[src/rtl/fsm_3cycles_high_pkg.sv]
// Shared types and defaults for the consecutive-high run-length detector.
package fsm_3cycles_high_pkg;

    typedef enum logic [1:0] {
        IDLE   = 2'd0,
        COUNT  = 2'd1,
        DETECT = 2'd2
    } state_t;

    localparam int N_HIGH_DEFAULT = 3;

    // Counter width needed to hold the value n without wrapping.
    function automatic int cnt_width(input int n);
        return (n < 2) ? 1 : $clog2(n + 1);
    endfunction

endpackage

[src/rtl/fsm_3cycles_high.sv]
// Raises y once x has been sampled high on N_HIGH consecutive edges; y holds while x stays high.
module fsm_3cycles_high
    import fsm_3cycles_high_pkg::*;
#(
    parameter int N_HIGH = N_HIGH_DEFAULT
) (
    input  logic clk,
    input  logic rst,
    input  logic x,
    output logic y
);

    localparam int              CW    = cnt_width(N_HIGH);
    localparam logic [CW-1:0]   N_MAX = CW'(N_HIGH);

    if (N_HIGH < 1 || N_HIGH > 255) begin : g_bad_param
        $error("fsm_3cycles_high: N_HIGH must be in 1..255");
    end

    state_t          state;
    logic [CW-1:0]   cnt;
    logic [CW-1:0]   cnt_inc;

    always_comb begin
        cnt_inc = cnt + 1'b1;
    end

    // y is registered alongside the state so it is a pure decode of DETECT.
    always_ff @(posedge clk or negedge rst) begin
        if (!rst) begin
            state <= IDLE;
            cnt   <= '0;
            y     <= 1'b0;
        end else if (!x) begin
            state <= IDLE;
            cnt   <= '0;
            y     <= 1'b0;
        end else begin
            case (state)
                IDLE: begin
                    cnt <= CW'(1);
                    if (N_HIGH == 1) begin
                        state <= DETECT;
                        y     <= 1'b1;
                    end else begin
                        state <= COUNT;
                        y     <= 1'b0;
                    end
                end
                COUNT: begin
                    // Saturate rather than wrap, even though COUNT never reaches N_MAX.
                    cnt <= (cnt == N_MAX) ? cnt : cnt_inc;
                    if (cnt_inc == N_MAX || cnt == N_MAX) begin
                        state <= DETECT;
                        y     <= 1'b1;
                    end else begin
                        state <= COUNT;
                        y     <= 1'b0;
                    end
                end
                DETECT: begin
                    state <= DETECT;
                    y     <= 1'b1;
                end
                default: begin
                    state <= IDLE;
                    cnt   <= '0;
                    y     <= 1'b0;
                end
            endcase
        end
    end

endmodule

[config.mk]
export PLATFORM = sky130hd
export DESIGN_NAME = fsm_3cycles_high
export DESIGN_NICKNAME = d
export VERILOG_FILES = /design/src/rtl/fsm_3cycles_high_pkg.sv /design/src/rtl/fsm_3cycles_high.sv
export SDC_FILE = /design/constraint.sdc
export NUM_CORES = 1
export LEC_CHECK = 0
export ABC_AREA = 1
export BUFFER_PORTS_ARGS = -buffer_cell sky130_fd_sc_hd__buf_2
export CAP_MARGIN = 20
export CORE_AREA = 4 4 41 43
export CTS_BUF_LIST = sky130_fd_sc_hd__clkbuf_8
export CTS_CLUSTER_DIAMETER = 120
export CTS_CLUSTER_SIZE = 25
export DETAILED_ROUTE_END_ITERATION = 16
export DIE_AREA = 0 0 45 47
export GPL_TIMING_DRIVEN = 0
export PLACE_DENSITY = 0.5
export SLEW_MARGIN = 20
export SYNTH_ARGS = -nofsm -noshare
export SYNTH_HDL_FRONTEND = slang
export SYNTH_SLANG_ARGS = --single-unit
[constraint.sdc]
create_clock -name clk -period 1 [get_ports clk]
set_input_delay 0.1 -clock clk [delete_from_list [all_inputs] [get_ports clk]]
set_output_delay 0.1 -clock clk [all_outputs]
set_load 0.01 [all_outputs]
* Word-level counts from Yosys, hierarchy flattened
Cells that the tools add are included.
** Word-level totals
- Register bits after elaboration :: 5
- Bits of input ports :: 3
- Output and inout port bits :: 1
- Word-level logic and storage cells :: 22
** Cells by class
- Add/subtract/negate cells :: 1
- Eq/ne operators :: 6
- Muxes and demuxes :: 9
- Reductions and logical operators :: 3
** Operators with widths (count)
- $pmux 2 s3 :: 2
- $mux 2 :: 4
- $eq 2x2->1 const B :: 3
- $ne 3x3->1 const B :: 1
- $add 2x1->2 const B :: 1
- $eq 2x1->1 const B :: 1
- $logic_not 2->1 :: 1
- $mux 1 :: 2
- $ne 2x2->1 const B :: 1
- $pmux 1 s2 :: 1
- $reduce_and 2->1 :: 1
- $logic_or 1x1->1 :: 1

* Depth between registers and ports, before layout
- Depth after elaboration :: 6
- Depth in mapped cells :: 7
- Depth with buffers taken out :: 7

* Worst setup path before layout
No wires, ideal clock.
- Path kind :: register -> register
- From :: reg state[1]
- To :: reg cnt[0]
- Library setup time :: 0.116 ns
- Data arrival time :: 0.951 ns
- Data required time :: 0.884 ns
- Slack :: -0.068 ns
- Cell stages (with the launch flop) :: 8
- Path buffers :: 0
- Period minus slack after synthesis :: 1.068 ns
- Cell sequence :: dfrtp_1 -> inv_1 -> ha_1 -> nand3_2 -> nand2_2 -> inv_1 -> nand2_1 -> nand2_1
** Between the ends
- Cells in the longest elaborated chain, start to end :: 3
- Elaborated cells between the ends (all ways) :: 8
- Classes of those cells :: eq/ne (4); mux (2); reduce/logical (2)
** Ends and longest elaborated chain
- start, declared :: line fsm_3cycles_high.sv:20 : state_t state;
- start signal, assigned :: line fsm_3cycles_high.sv:31 : state <= IDLE;
- start signal, assigned :: line fsm_3cycles_high.sv:35 : state <= IDLE;
- start signal, assigned :: line fsm_3cycles_high.sv:43 : state <= DETECT;
- $eq 2x2->1 (tied with other cells) :: line fsm_3cycles_high.sv:39 : case (state)
- $pmux 2 s3 (tied with other cells) :: line fsm_3cycles_high.sv:39
- $mux 2 or $reduce_and 2->1 (tied branches)
- end signal, assigned :: line fsm_3cycles_high.sv:52 : cnt <= (cnt == N_MAX) ? cnt : cnt_inc;
- end, declared :: line fsm_3cycles_high.sv:21 : logic [CW-1:0] cnt;
Parallel ways exist; a longest one is shown, timed or not.
A chain may end at the register's enable or synchronous reset.

* Worst setup path in the final report
- From :: reg cnt[1]
- To :: reg y
** Between the ends
- Cells in the longest elaborated chain, start to end :: 6
- Elaborated cells between the ends (all ways) :: 7
- Classes of those cells :: add/sub (1); eq/ne (2); mux (3); reduce/logical (1)
** Ends and longest elaborated chain
- $add 2x1->2 :: line fsm_3cycles_high.sv:25 : cnt_inc = cnt + 1'b1;
- $eq 2x2->1 :: line fsm_3cycles_high.sv:53 : if (cnt_inc == N_MAX || cnt == N_MAX) begin
- $logic_or 1x1->1 (*) :: line fsm_3cycles_high.sv:53
- $mux 1 (*) :: line fsm_3cycles_high.sv:53
- $pmux 1 s2 (*) :: line fsm_3cycles_high.sv:39
- $mux 1 (*) :: line fsm_3cycles_high.sv:34 : end else if (!x) begin
- end signal, assigned :: line fsm_3cycles_high.sv:33 : y <= 1'b0;
- end signal, assigned :: line fsm_3cycles_high.sv:37 : y <= 1'b0;
- end signal, assigned :: line fsm_3cycles_high.sv:55 : y <= 1'b1;
- end, declared :: line fsm_3cycles_high.sv:10 : output logic y
Every way passes the cells marked *; elsewhere a longest branch is shown, timed or not.

==> reports/results.txt <==
The flow ran to the end, but the final reports show violations. The final reports fail on negative setup slack. For the area inside the core boundary, the log shows 1300 um2. Placement-stage worst setup slack: -97.6 ps.

Clock tree synthesis found a total of 5 sinks. The tools report the total routing resource utilization after global routing as 0.0723. Of all nets on the critical path, the largest fanout is 3. In this design, the critical path's most frequently occurring cell is nor2_1.

For this design the static power due to leakage is 0.236 nW. The logs give 0 for the count of endpoints failing hold in the final timing report and 12 for the count of distinct cell types in the synthesized netlist. The worst setup path is captured at a register. The count of nets left with antenna violations once routing finished came out at 0. The total of endpoints with negative setup slack in the final report is 5.

Dividing total power by cell area gives a power density of 2310 nW/um2. In this run the tool buffered the top-level ports with 3 buffer cells. Dominant cell by count in the synthesized netlist: nand2_1.

For the first-iteration detailed-routing DRC count, the log shows 4. TritonCTS buffer count: 3. The die height was 47 um; the proportion of layout cells with a drive suffix above 1 was 0.471. STA classifies the critical path startpoint as a register. Part of the cycle the worst path needs: 1.07. The DRC violation count after routing is 0, and the routed wire length per instance is 9.36 um. The largest single stage delay on the critical path is 440 ps. The synthesized design contains 5 register bits. The async set-reset flop share out of synthesis was 1.00. From left edge to right edge, the die measures 45 um.

The via count of the first global-routing pass came out at 276. Counting both buffers and inverters, the worst setup path holds a total of 0. The repair_antennas step left the layout with diodes totalling 0. The most area-hungry cell type in the Yosys netlist is dfrtp_1. The placement row count is 13, and the area taken by multi-input logic gates is 254 um2.

The sequential cell area fraction in the yosys report came out at 0.379. The effective utilization at floorplan was 0.254; the slew of the pin with the lowest slew margin was 208 ps. In this run the mean area of a mapped cell was 8.06 um2. The Yosys step of the flow raised 0 warnings. For the met2 usage in global routing, the log shows 0.121. Number of enable-type register cells in the synthesized netlist: 0. Data on the critical path is required at its endpoint by 1100 ps. The max capacitance violation total was 0. Synthesis produced a netlist whose cell count is 41. Number of antenna violations at the first check in global routing: 0. Largest vdd supply drop: 1.24 mV. The die covers 2120 um2. For this run, the top clock speed supported by timing is 0.936 GHz.

Walking the worst path, the cells encountered are ha_4 > nor2_4 > nor2_2 > nor2_1 > nor2_1. The final route contains 277 vias. The number of pins with negative max-slew slack in the final report is 0, and the utilization after layout is 0.393. The number of fill cells came out at 138.

The via-per-instance ratio came out at 4.20. The category of the critical setup timing path was reg -> reg. The met1 layer usage reported by global route was 0.0718. The H-tree depth is 1. Counting instances in the post-synthesis netlist gives the leading cell types as 11 x nand2_1, 6 x ha_1, 6 x inv_1, 6 x nor2_1, 5 x dfrtp_1. For the worst setup path, the data arrival time is 1170 ps.

For the final worst setup slack, the log shows -68.3 ps. The root buffer selected by CTS was clkbuf_8. The congestion estimate from routability-driven global placement came to 0.658. For the final database, setup skew stands at 2.13 ps. Class of the tightest hold or removal check: in -> reg. Sorting the synthesized cells by area gives the leading types as dfrtp_1 38%, ha_1 23%, nand2_1 13%, inv_1 6.8%, nor2_1 6.8%.

In the synthesized netlist the dominant register cell turns out to be dfrtp_1. Summed over all nets, the half-perimeter wirelength after detailed placement is 442 um. In this design, the largest share of critical-path delay is due to flip-flops. The cell with the largest stage delay on the worst path was dfrtp_1.

Summing every instance area after synthesis gives 330 um2. The area growth from synthesis to layout is 54.9%. The final period demand of the worst path was 1070 ps.

The tools report the net count of the mapped netlist as 50. After the last flow step, the layout net total stands at 61. The sequential cell area was 128 um2. Busiest layer in global routing: met2.

The wire length of the first global-routing pass was 1060 um; the aggregate routed wire length was 618 um. The maximum root-to-sink buffer count is 2. The later pin in the worst-skew pair is clocked with a latency of 220 ps. Entering global routing, the biggest net connects 8 pins.

The area share of the largest cell type after synthesis was 0.379. Setup repair after global routing could not meet its margin everywhere. TritonCTS built the clock tree. The met3 track demand over resource in global routing was 0.0536. For the count of pins on the block boundary, the log shows 4. The final global-route overflow total is 0, and the post-CTS clock slew at the launch and capture registers of the worst setup and hold paths is 30 ps. The number of iterations in the first detailed-routing pass was 4. The relative slew slack was 0.861.
flip-flops by register name (all words and copies together), names as in the netlist:
register,count
cnt,2
state,2
y,1
worst paths after layout:
path                                    start            endpoint  slack (ps)  depth (start not counted)
setup / recovery           cnt[1]$_DFFE_PN0P_         y$_DFF_PN0_         -70                          5
hold / removal                              x         y$_DFF_PN0_         190                          3
setup reg to reg           cnt[1]$_DFFE_PN0P_         y$_DFF_PN0_         -70                          5
hold reg to reg            cnt[0]$_DFFE_PN0P_  cnt[0]$_DFFE_PN0P_         540                          2
max in group asynchronous                 rst  state[0]$_DFF_PN0_         630                          2
min in group asynchronous                 rst  cnt[1]$_DFFE_PN0P_         220                          2
layer usage:
| layer | part of all wire | up-vias |
|---|---|---|
| met4 | 0 | 0 |
| met1 | 0.38 | 129 |
| met2 | 0.54 | 6 |
| met5 | 0 | - |
| li1 | - | 142 |
| met3 | 0.079 | 0 |
report_power, final:
part	leakage (nW)	switching, mW	internal, mW
registers	0.0636	0.0889	0.273
logic	0.146	0.251	0.212
clock network	0.0269	0.0934	0.263
total	0.236	0.434	0.747
cell type report:
type                            count  share of cell area
Multi-Input combinational cell     29               0.496
Sequential cell                     5               0.249
Clock buffer                        3              0.0807
Timing Repair Buffer                6              0.0782
Inverter                            7              0.0513
Tap cell                           15              0.0367
Clock inverter                      1             0.00733
cell families after synthesis:
family,share of synthesized area
AO/OA/AOI/OAI,0.0568
flip-flops,0.379
buffers and inverters,0.0795
adder cells (fa/ha/maj),0.227
AND/OR/NAND/NOR,0.258
worst min-delay path: stages:
cell and delay (ps):
buf_2 150, nand2_1 70, nor2_1 40
stage by stage:
step	power [mW]	setup TNS [ps]	cells	instance area (um2)	hold WS, ps
after CTS	1.15	-271	66	485	165
after detailed placement	0.680	-436	59	377	-80.6
after global routing	1.29	-603	66	512	211
after global placement	0.682	-461	59	377	-80.8
final	1.18	-269	66	512	187
after floorplan	0.603	-5.51	41	343	-196
layout by cell type (no fill, tap or decap):
cell	count
inv_1	3
clkinv_1	1
ha_1	2
nand2_2	1
o21ai_0	1
dfrtp_2	2
nor2_1	4
inv_2	4
o21ai_1	1
nand3_1	1
buf_4	2
clkbuf_8	3
nand3_4	1
nor2_4	1
nand2_4	1
nand2_1	10
nor2_2	1
dlygate4sd3_1	1
dfrtp_1	3
buf_2	3
a21oi_2	1
ha_4	4
repair_timing:
item,CTS,global route
hold buffers,1,0
gates resized for setup,10,6
buffers inserted,2,0
pin swaps,5,6
endpoints found under the setup margin,5,5
hold endpoints to repair,5,0
Power figures use the tool's default switching activity.
